## config.mk

```make
export PLATFORM = sky130hd
export DESIGN_NAME = inst_fetch_flat
export DESIGN_NICKNAME = d
export VERILOG_FILES = /design/src/rtl/inst_fetch_pkg.sv /design/src/rtl/inst_fetch_if.sv /design/src/rtl/inst_fetch_pc_next.sv /design/src/rtl/inst_fetch.sv /design/src/flat_wrapper.sv
export SDC_FILE = /design/constraint.sdc
export NUM_CORES = 1
export LEC_CHECK = 0
export BUFFER_PORTS_ARGS = -buffer_cell sky130_fd_sc_hd__buf_2
export CAP_MARGIN = 15
export CELL_PAD_IN_SITES_DETAIL_PLACEMENT = 0
export CELL_PAD_IN_SITES_GLOBAL_PLACEMENT = 2
export CORE_UTILIZATION = 24
export DETAILED_ROUTE_END_ITERATION = 8
export PLACE_DENSITY_LB_ADDON = 0.1
export SYNTH_ARGS = -nofsm -noshare
export SYNTH_HDL_FRONTEND = slang
export SYNTH_SLANG_ARGS = --single-unit
```

## constraint.sdc

```tcl
create_clock -name Clk -period 2 [get_ports Clk]
set_input_delay 0.2 -clock Clk [delete_from_list [all_inputs] [get_ports Clk]]
set_output_delay 0.2 -clock Clk [all_outputs]
set_load 0.02 [all_outputs]
```

## src/rtl/inst_fetch_pkg.sv

```systemverilog
// Shared constants and types for the instruction-fetch unit and its instruction ROM.
package inst_fetch_pkg;

    localparam int unsigned ADDR_W = 12;
    localparam int unsigned INST_W = 9;
    localparam int unsigned CNT_W  = 16;

    localparam logic [INST_W-1:0] HALT_INST = '1;

    typedef enum logic [1:0] {
        IDLE,
        RUN,
        HALTED
    } state_e;

endpackage

```

## src/rtl/inst_fetch_if.sv

```systemverilog
// Fetch-unit control and ROM bus; master is the fetch unit, slave is the harness/ROM side.
interface inst_fetch_if
    import inst_fetch_pkg::*;
#(
    parameter int unsigned A  = ADDR_W,
    parameter int unsigned W  = INST_W,
    parameter int unsigned CW = CNT_W
);
    logic          Start;
    logic [A-1:0]  StartAddr;
    logic          Stall;
    logic          BranchAbs;
    logic [A-1:0]  Target;
    logic          BranchRel;
    logic [A-1:0]  Offset;
    logic [W-1:0]  InstIn;
    logic [A-1:0]  InstAddress;
    logic          InstValid;
    logic          Done;
    logic [CW-1:0] CycleCount;

    modport master (
        input  Start, StartAddr, Stall, BranchAbs, Target, BranchRel, Offset, InstIn,
        output InstAddress, InstValid, Done, CycleCount
    );

    modport slave (
        output Start, StartAddr, Stall, BranchAbs, Target, BranchRel, Offset, InstIn,
        input  InstAddress, InstValid, Done, CycleCount
    );
endinterface

```

## src/rtl/inst_fetch_pc_next.sv

```systemverilog
// Combinational next-PC selection: stall/halt hold, then absolute, relative, increment.
module pc_next
    import inst_fetch_pkg::*;
#(
    parameter int unsigned A = ADDR_W
) (
    input  logic [A-1:0] pc,
    input  logic         stall,
    input  logic         halt,
    input  logic         branch_abs,
    input  logic [A-1:0] target,
    input  logic         branch_rel,
    input  logic [A-1:0] offset,
    output logic [A-1:0] next_pc
);

    // Additions are A bits wide, so both wrap directions fall out of truncation.
    always_comb begin
        next_pc = pc + 1'b1;
        if (stall || halt) begin
            next_pc = pc;
        end else if (branch_abs) begin
            next_pc = target;
        end else if (branch_rel) begin
            next_pc = pc + offset;
        end
    end

endmodule

```

## src/rtl/inst_fetch.sv

```systemverilog
// Program counter, IDLE/RUN/HALTED sequencer and saturating RUN-cycle counter.
module inst_fetch
    import inst_fetch_pkg::*;
#(
    parameter int unsigned A  = ADDR_W,
    parameter int unsigned W  = INST_W,
    parameter int unsigned CW = CNT_W
) (
    input  logic         Clk,
    input  logic         Reset,
    inst_fetch_if.master bus
);

    state_e        state_q, state_d;
    logic [A-1:0]  pc_q, pc_d;
    logic          done_q, done_d;
    logic [CW-1:0] cnt_q, cnt_d;
    logic [A-1:0]  pc_run;
    logic          halt;

    assign halt = &bus.InstIn;

    pc_next #(.A(A)) u_pc_next (
        .pc         (pc_q),
        .stall      (bus.Stall),
        .halt       (halt),
        .branch_abs (bus.BranchAbs),
        .target     (bus.Target),
        .branch_rel (bus.BranchRel),
        .offset     (bus.Offset),
        .next_pc    (pc_run)
    );

    always_comb begin
        state_d = state_q;
        pc_d    = pc_q;
        done_d  = done_q;
        cnt_d   = cnt_q;
        case (state_q)
            IDLE: begin
                if (bus.Start) begin
                    pc_d    = bus.StartAddr;
                    cnt_d   = '0;
                    state_d = RUN;
                end
            end
            RUN: begin
                if (cnt_q != '1) begin
                    cnt_d = cnt_q + 1'b1;
                end
                pc_d = pc_run;
                // A stalled cycle masks the HALT word just like it masks branches.
                if (!bus.Stall && halt) begin
                    done_d  = 1'b1;
                    state_d = HALTED;
                end
            end
            HALTED: begin
                if (bus.Start) begin
                    pc_d    = bus.StartAddr;
                    cnt_d   = '0;
                    done_d  = 1'b0;
                    state_d = RUN;
                end
            end
            default: begin
                state_d = IDLE;
            end
        endcase
    end

    always_ff @(posedge Clk) begin
        if (Reset) begin
            state_q <= IDLE;
            pc_q    <= '0;
            done_q  <= 1'b0;
            cnt_q   <= '0;
        end else begin
            state_q <= state_d;
            pc_q    <= pc_d;
            done_q  <= done_d;
            cnt_q   <= cnt_d;
        end
    end

    assign bus.InstAddress = pc_q;
    assign bus.InstValid   = (state_q == RUN) && !bus.Stall;
    assign bus.Done        = done_q;
    assign bus.CycleCount  = cnt_q;

endmodule

```

## src/flat_wrapper.sv

```systemverilog
// flat-port wrapper written by rule: the top's interface ports become plain ports
module inst_fetch_flat import inst_fetch_pkg::*;
#(
    parameter int unsigned A  = ADDR_W,
    parameter int unsigned W  = INST_W,
    parameter int unsigned CW = CNT_W
)
  (Clk, Reset, bus_Start, bus_StartAddr, bus_Stall, bus_BranchAbs, bus_Target, bus_BranchRel, bus_Offset, bus_InstIn, bus_InstAddress, bus_InstValid, bus_Done, bus_CycleCount);
  inst_fetch_if #(.A(A), .W(W), .CW(CW)) bus_i ();
  input  logic Clk;
  input  logic Reset;
  input wire logic [$bits(bus_i.Start)-1:0] bus_Start;
  input wire logic [$bits(bus_i.StartAddr)-1:0] bus_StartAddr;
  input wire logic [$bits(bus_i.Stall)-1:0] bus_Stall;
  input wire logic [$bits(bus_i.BranchAbs)-1:0] bus_BranchAbs;
  input wire logic [$bits(bus_i.Target)-1:0] bus_Target;
  input wire logic [$bits(bus_i.BranchRel)-1:0] bus_BranchRel;
  input wire logic [$bits(bus_i.Offset)-1:0] bus_Offset;
  input wire logic [$bits(bus_i.InstIn)-1:0] bus_InstIn;
  output wire logic [$bits(bus_i.InstAddress)-1:0] bus_InstAddress;
  output wire logic [$bits(bus_i.InstValid)-1:0] bus_InstValid;
  output wire logic [$bits(bus_i.Done)-1:0] bus_Done;
  output wire logic [$bits(bus_i.CycleCount)-1:0] bus_CycleCount;
  assign bus_i.Start = bus_Start;
  assign bus_i.StartAddr = bus_StartAddr;
  assign bus_i.Stall = bus_Stall;
  assign bus_i.BranchAbs = bus_BranchAbs;
  assign bus_i.Target = bus_Target;
  assign bus_i.BranchRel = bus_BranchRel;
  assign bus_i.Offset = bus_Offset;
  assign bus_i.InstIn = bus_InstIn;
  assign bus_InstAddress = bus_i.InstAddress;
  assign bus_InstValid = bus_i.InstValid;
  assign bus_Done = bus_i.Done;
  assign bus_CycleCount = bus_i.CycleCount;
  inst_fetch #(.A(A), .W(W), .CW(CW)) u_core (.Clk(Clk), .Reset(Reset), .bus(bus_i));
endmodule
```

==> flow_summary.toml, run 1 <==
[drt]
wire_per_inst_um = 14.4
drtIter0Drc = 61
vias = 2408
drc_errors = 0
drt-total-wl_mm = 7.24
drtAntennaViolNets = 0
routed_via_density = 4.80
drt_first_pass_iters = 4

[synthesis]
async_flop_share_pct = 0
ys_ff_latch = 31
synth_edf_count = 0
yosys-top-cells-area = "dfxtp_1 29%, ha_1 7.0%, a21oi_1 6.3%"
ys_seq_area_share_pct = 29.0
synth_common_cells = "31 x dfxtp_1, 27 x a21oi_1, 26 x nand2_1, 26 x nor2_1, 14 x nand3_1"
ys_warn_count = 0
synth_top_area_share_pct = 29.0
postSynthAreaPerCell_um2 = 7.78
yosys.area.top_type = "dfxtp_1"
ys_types = 48
syn-cell-area_um2 = 2140
synth.most_common_cell = "dfxtp_1"
synth_fp_nets = 339
syn_inst = 275
ys.flop_type = "dfxtp_1"

[power_and_ir_drop]
power_w = 0.00174
peakVddDrop_mv = 0.269
p_leak_nw = 1.35
p_per_area_nw_per_um2 = 560

[sta]
hold_viol = 0
min_period_ns = 1.91
skew_ns = 0.00610
finalCritPeriodShare_pct = 95.5
setup_tns_ns = 0
relSlewSlack_pct = 54.3
slew_violations = 0
grt_setup_unrepaired = "true"
tightest_slew_ns = 0.680
fmax_ghz = 0.524
finalWorstSetupSlack_ns = 0.0899
setup_violations = 0

[final_layout]
drive_gt1_share_pct = 37.6
seq_area_um2 = 622
nets = 457
multiInputGateArea_um2 = 1500
area_growth_pct = 44.9
n_antenna_cell = 0
fill_cells = 984
final_area_um2 = 3100

[placement]
port_buffers = 80
place_hpwl_mm = 5.56
dpl_cell_area_um2 = 2940
place_ws_ns = -0.218
place.gp.congestion = 0.751

[cts]
cts_max_level = 2
cts-root-buf = "clkbuf_8"
cts_tree = "built"
clkSlewWorstSetupHoldPaths_ns = 0.07
clock_latency_ns = 0.29
clockBufferDepth = 2
clock-sinks = 31
cts-buffers-inserted = 5

[setup_path]
start_kind = "flop"
critPathRequiredTime_ns = 2.22
criticalPathCategory = "reg2reg"
worstPathMaxFanout = 5
rr_startpoint = "u_core.bus.InstAddress[1]"
arrival_ns = 2.13
cp-end-kind = "flop"
critPathLaunch = "u_core.bus.InstAddress[1]"

[floorplanning]
fp.dieW_um = 96.4
rows = 34
die-area_um2 = 9290
coreArea_um2 = 8680
die_y_um = 96.4
start_util_pct = 24.6
ios = 81

[grt]
grt_max_degree = 25
antenna_found_initial = 0
grt_pass1_wl_mm = 11.3
grt_pass1_vias = 2365
grt_remaining_overflow = 0
grt_use_total_pct = 16.3

[worst_hold_path]
hold_start = "bus_Target[10]"
hp-class = "in2reg"

[run_status]
outcome = "complete, no violations"

[flow_run]
max_cap_viol_count = 0
## metal layers
metal / wire, µm / global-route usage (%) / share of wire [%] / vias to the layer above
li1: - / - / - / 1239
met1: 3220 / 19.1 / 44 / 1117
met2: 3680 / 30.0 / 51 / 48
met3: 291 / 3.83 / 4.0 / 4
met4: 52 / 3.31 / 0.72 / 0
met5: 0 / 0 / 0 / -
## worst paths after layout
| kind | endpoint | slack (ns) | depth (start not counted) |
|---|---|---|---|
| setup / recovery | u_core.bus.InstAddress[3] | 0.09 | 7 |
| hold / removal | u_core.bus.InstAddress[10] | 0.15 | 3 |
| setup reg to reg | u_core.bus.InstAddress[3] | 0.09 | 7 |
| hold reg to reg | u_core.bus.Done | 0.45 | 2 |
## registers in the layout, summed over array words and instances (netlist names)
signal and count:
u_core.bus.CycleCount 16, u_core.bus.InstAddress 12, u_core.state_q 2, u_core.bus.Done 1
## critical path, stage by stage (launching register included)
cell	delay [ns]
dfxtp_1	0.34
ha_1	0.33
a211oi_2	0.24
nor2_2	0.10
buf_4	0.14
o311ai_0	0.39
o211ai_1	0.14
a21oi_1	0.16
## per-stage QoR
| stage | hold WS [ns] | std cells | util, % |
|---|---|---|---|
| 2_1_floorplan | 0.340 | 275 | - |
| 3_3_place_gp | 0.445 | 493 | 33.9 |
| 3_5_place_dp | 0.446 | 493 | 33.9 |
| 4_1_cts | 0.147 | 502 | 35.3 |
| 5_1_grt | 0.149 | 502 | 35.7 |
| 6_report | 0.154 | 502 | 35.7 |
## area by class of cell
cell class	count	share of cell area, %
timing repair buffer	121	22.9
clock inverter	1	0.242
multi-input combinational	225	48.3
clock buffer	7	3.11
tap	108	4.36
sequential	31	20.1
inverter	9	1.09
## power breakdown
group / switching [W] / internal [W]
Sequential: 0.0000225 / 0.000643
Clock: 0.000270 / 0.000313
Combinational: 0.000263 / 0.000225
Total: 0.000555 / 0.00118
## placed cells by master (no fill, tap or decap), types with 2 or more instances in the layout
cell / netlist / layout
o21bai_1: 2 / 2
or3_1: 6 / 6
a211o_1: 3 / 3
o21ai_0: 12 / 10
nand2b_1: 5 / 5
o211ai_1: 7 / 7
xnor2_1: 10 / 10
a31oi_1: 2 / 2
nand3b_1: 4 / 4
dfxtp_1: 31 / 30
and3_1: 2 / 2
clkbuf_8: 0 / 7
ha_1: 12 / 10
nor2_1: 26 / 25
and2_1: 10 / 10
xor2_1: 4 / 4
o21ai_2: 2 / 2
a211oi_1: 4 / 3
o21a_1: 3 / 3
a21o_1: 3 / 3
nand3_1: 14 / 14
o31ai_1: 5 / 5
inv_1: 9 / 8
o311ai_0: 3 / 2
buf_4: 1 / 41
nand4_1: 2 / 2
nor3_1: 9 / 9
o21ai_1: 0 / 2
buf_2: 1 / 80
a21oi_1: 27 / 26
nand2_1: 26 / 26
nor3b_1: 3 / 3
## cells by family after synthesis
family	share of synthesized area (%)
and+or+nand+nor	27.8
AOI/OAI and AO/OA	25.5
DFF	29.0
buffers and inverters	3.57
xor gates and xnor gates	5.73
adders and majority gates	7.96
muxes	0.468
## repair_timing
item / CTS / global route
endpoints found under the hold margin: 0 / 0
buffers inserted: 1 / 0
hold buffers: 0 / 0
pin swaps: 2 / 7
resized for setup: 4 / 12
setup endpoints to repair: 4 / 9
(Power assumes the default switching activity.)
==> run 2: changes to the inputs <==
==> constraint.sdc (replaced) <==
create_clock -name Clk -period 1.55 [get_ports Clk]
set_input_delay 0.155 -clock Clk [delete_from_list [all_inputs] [get_ports Clk]]
set_output_delay 0.155 -clock Clk [all_outputs]
set_load 0.02 [all_outputs]
==> flow_summary.toml, run 2 (synthesis results as in run 1) <==
[floorplanning]
fp.dieW_um = 96.4
coreArea_um2 = 8680
ios = 81
die_y_um = 96.4
start_util_pct = 24.6
die-area_um2 = 9290
rows = 34

[grt]
grt_max_degree = 25
grt_pass1_vias = 2593
grt_pass1_wl_mm = 12.1
grt_use_total_pct = 17.2
grt_remaining_overflow = 0
antenna_found_initial = 0

[setup_path]
worstPathMaxFanout = 3
ff2ff_setup_slack_ns = -0.41
cp-end-kind = "flop"
criticalPathCategory = "reg2reg"
critPathLaunch = "u_core.bus.InstAddress[0]"
critPathRequiredTime_ns = 1.75
arrival_ns = 2.16
reg2reg_depth = 9
timing.rr.end = "u_core.bus.InstAddress[10]"
rr_startpoint = "u_core.bus.InstAddress[0]"
start_kind = "flop"

[drt]
drt_first_pass_iters = 4
drt-total-wl_mm = 7.68
wire_per_inst_um = 14.2
dr.max_layer_used = "met4"
vias = 2564
dr_wl_met2_mm = 3.98
drtIter0Drc = 73
drtAntennaViolNets = 0
m1WireLength_mm = 3.35
wl_met3_um = 307
drc_errors = 0
routed_via_density = 4.75

[power_and_ir_drop]
swShare_pct = 34.1
p_int_w = 0.00152
peakVddDrop_mv = 0.277
p_leak_nw = 1.57
power_frac_clock_pct = 28.6
power_w = 0.00231
power.switching_w = 0.000787
p_seq_share_pct = 36.7
p_comb_share_pct = 34.8
p_per_area_nw_per_um2 = 608

[worst_hold_path]
min_to = "u_core.bus.InstAddress[10]"
hold_depth = 3
hp-class = "in2reg"
hold_start = "bus_Target[10]"

[sta]
setup_tns_ns = -6.54
tightest_slew_ns = 0.509
setup_violations = 26
skew_ns = 0.00816
finalCritPeriodShare_pct = 126
grt_setup_unrepaired = "true"
relSlewSlack_pct = 66.1
fmax_ghz = 0.511
finalWorstSetupSlack_ns = -0.406
hold_viol = 0
slew_violations = 0
min_period_ns = 1.96

[final_layout]
n_antenna_cell = 0
finalNonFillerCells = 540
drive_gt1_share_pct = 54.9
fill_cells = 914
seq_area_um2 = 673
largest_reg_flops = 16
fin_util_pct = 43.7
area_growth_pct = 77.5
multiInputGateArea_um2 = 1820
most-common-layout-cells = "80 x buf_2, 67 x buf_4, 25 x nand2_1"
final_common_cell = "buf_2"
nets = 495

[placement]
port_buffers = 80
place_hpwl_mm = 5.80
place_inst = 520
place.gp.congestion = 0.801

[cts]
clkSlewWorstSetupHoldPaths_ns = 0.08
clock-sinks = 31
clockBufferDepth = 2
cts-root-buf = "clkbuf_8"
cts_max_level = 2
cts_tree = "built"
clock_latency_ns = 0.29
cts-buffers-inserted = 5

[flow_run]
max_cap_viol_count = 0

[run_status]
outcome = "finished, violations left"
violations = "negative setup slack"
[run 2: cell count changes in the layout (fill, tap and decap cells not counted), sizes merged]
cell / change
clkinv: +2
buf: +37
o2111ai: +1
clkbuf: -2
[run 2: through the flow]
stage	setup WS, ns	hold WS (ns)	cell area [µm²]
floorplan	-0.284	0.295	2400
global placement	-0.555	0.409	3390
detailed placement	-0.597	0.399	3390
CTS	-0.382	0.108	3620
global route	-0.495	0.129	3790
finish	-0.406	0.125	3790
[run 2: final cells by class]
cell class | count | share of cell area [%]
Clock buffer | 5 | 1.81
Sequential cell | 31 | 17.7
Timing Repair Buffer | 158 | 27.5
Multi-Input combinational cell | 226 | 48.1
Inverter | 9 | 0.890
Clock inverter | 3 | 0.396
Tap cell | 108 | 3.56
[run 2: worst max-delay path, stage by stage, from the launching register on]
cell and delay, ns:
dfxtp_4 0.36, ha_4 0.13, inv_2 0.03, fa_2 0.36, nor2b_4 0.15, o2111ai_2 0.15, nand3b_1 0.20, a311oi_2 0.12
xor2_1 0.17, o221ai_1 0.18
[run 2: layer usage]
layer  track usage [%]  vias to the layer above
li1                  -                     1321
met1              19.7                     1187
met2              33.0                       51
met3              2.90                        5
met4              3.68                        0
met5                 0                        -
[run 2: power by group through the flow]
stage / Combinational [W] / Sequential (W) / Clock (W)
floorplan: 0.000349 / 0.000902 / 0
global placement: 0.000708 / 0.000864 / 0
detailed placement: 0.000706 / 0.000863 / 0
CTS: 0.000757 / 0.000846 / 0.000687
global route: 0.000881 / 0.000851 / 0.000713
finish: 0.000803 / 0.000847 / 0.000659
[run 2: worst max path at each step]
| stage | to | slack [ns] | depth (start not counted) |
|---|---|---|---|
| floorplan | u_core.bus.InstAddress[11] | -0.28 | 9 |
| global placement | u_core.bus.InstAddress[8] | -0.55 | 11 |
| detailed placement | u_core.bus.InstAddress[8] | -0.60 | 11 |
| CTS | u_core.bus.InstAddress[6] | -0.38 | 9 |
| global route | u_core.bus.InstAddress[4] | -0.49 | 10 |
| finish | u_core.bus.InstAddress[10] | -0.41 | 9 |
[run 2: timing repair]
item	4_1_cts	5_1_grt
hold buffers	0	0
pin swaps	20	20
setup buffers	5	6
gates cloned	1	0
gates resized for setup	23	31
endpoints found under the setup margin	28	28
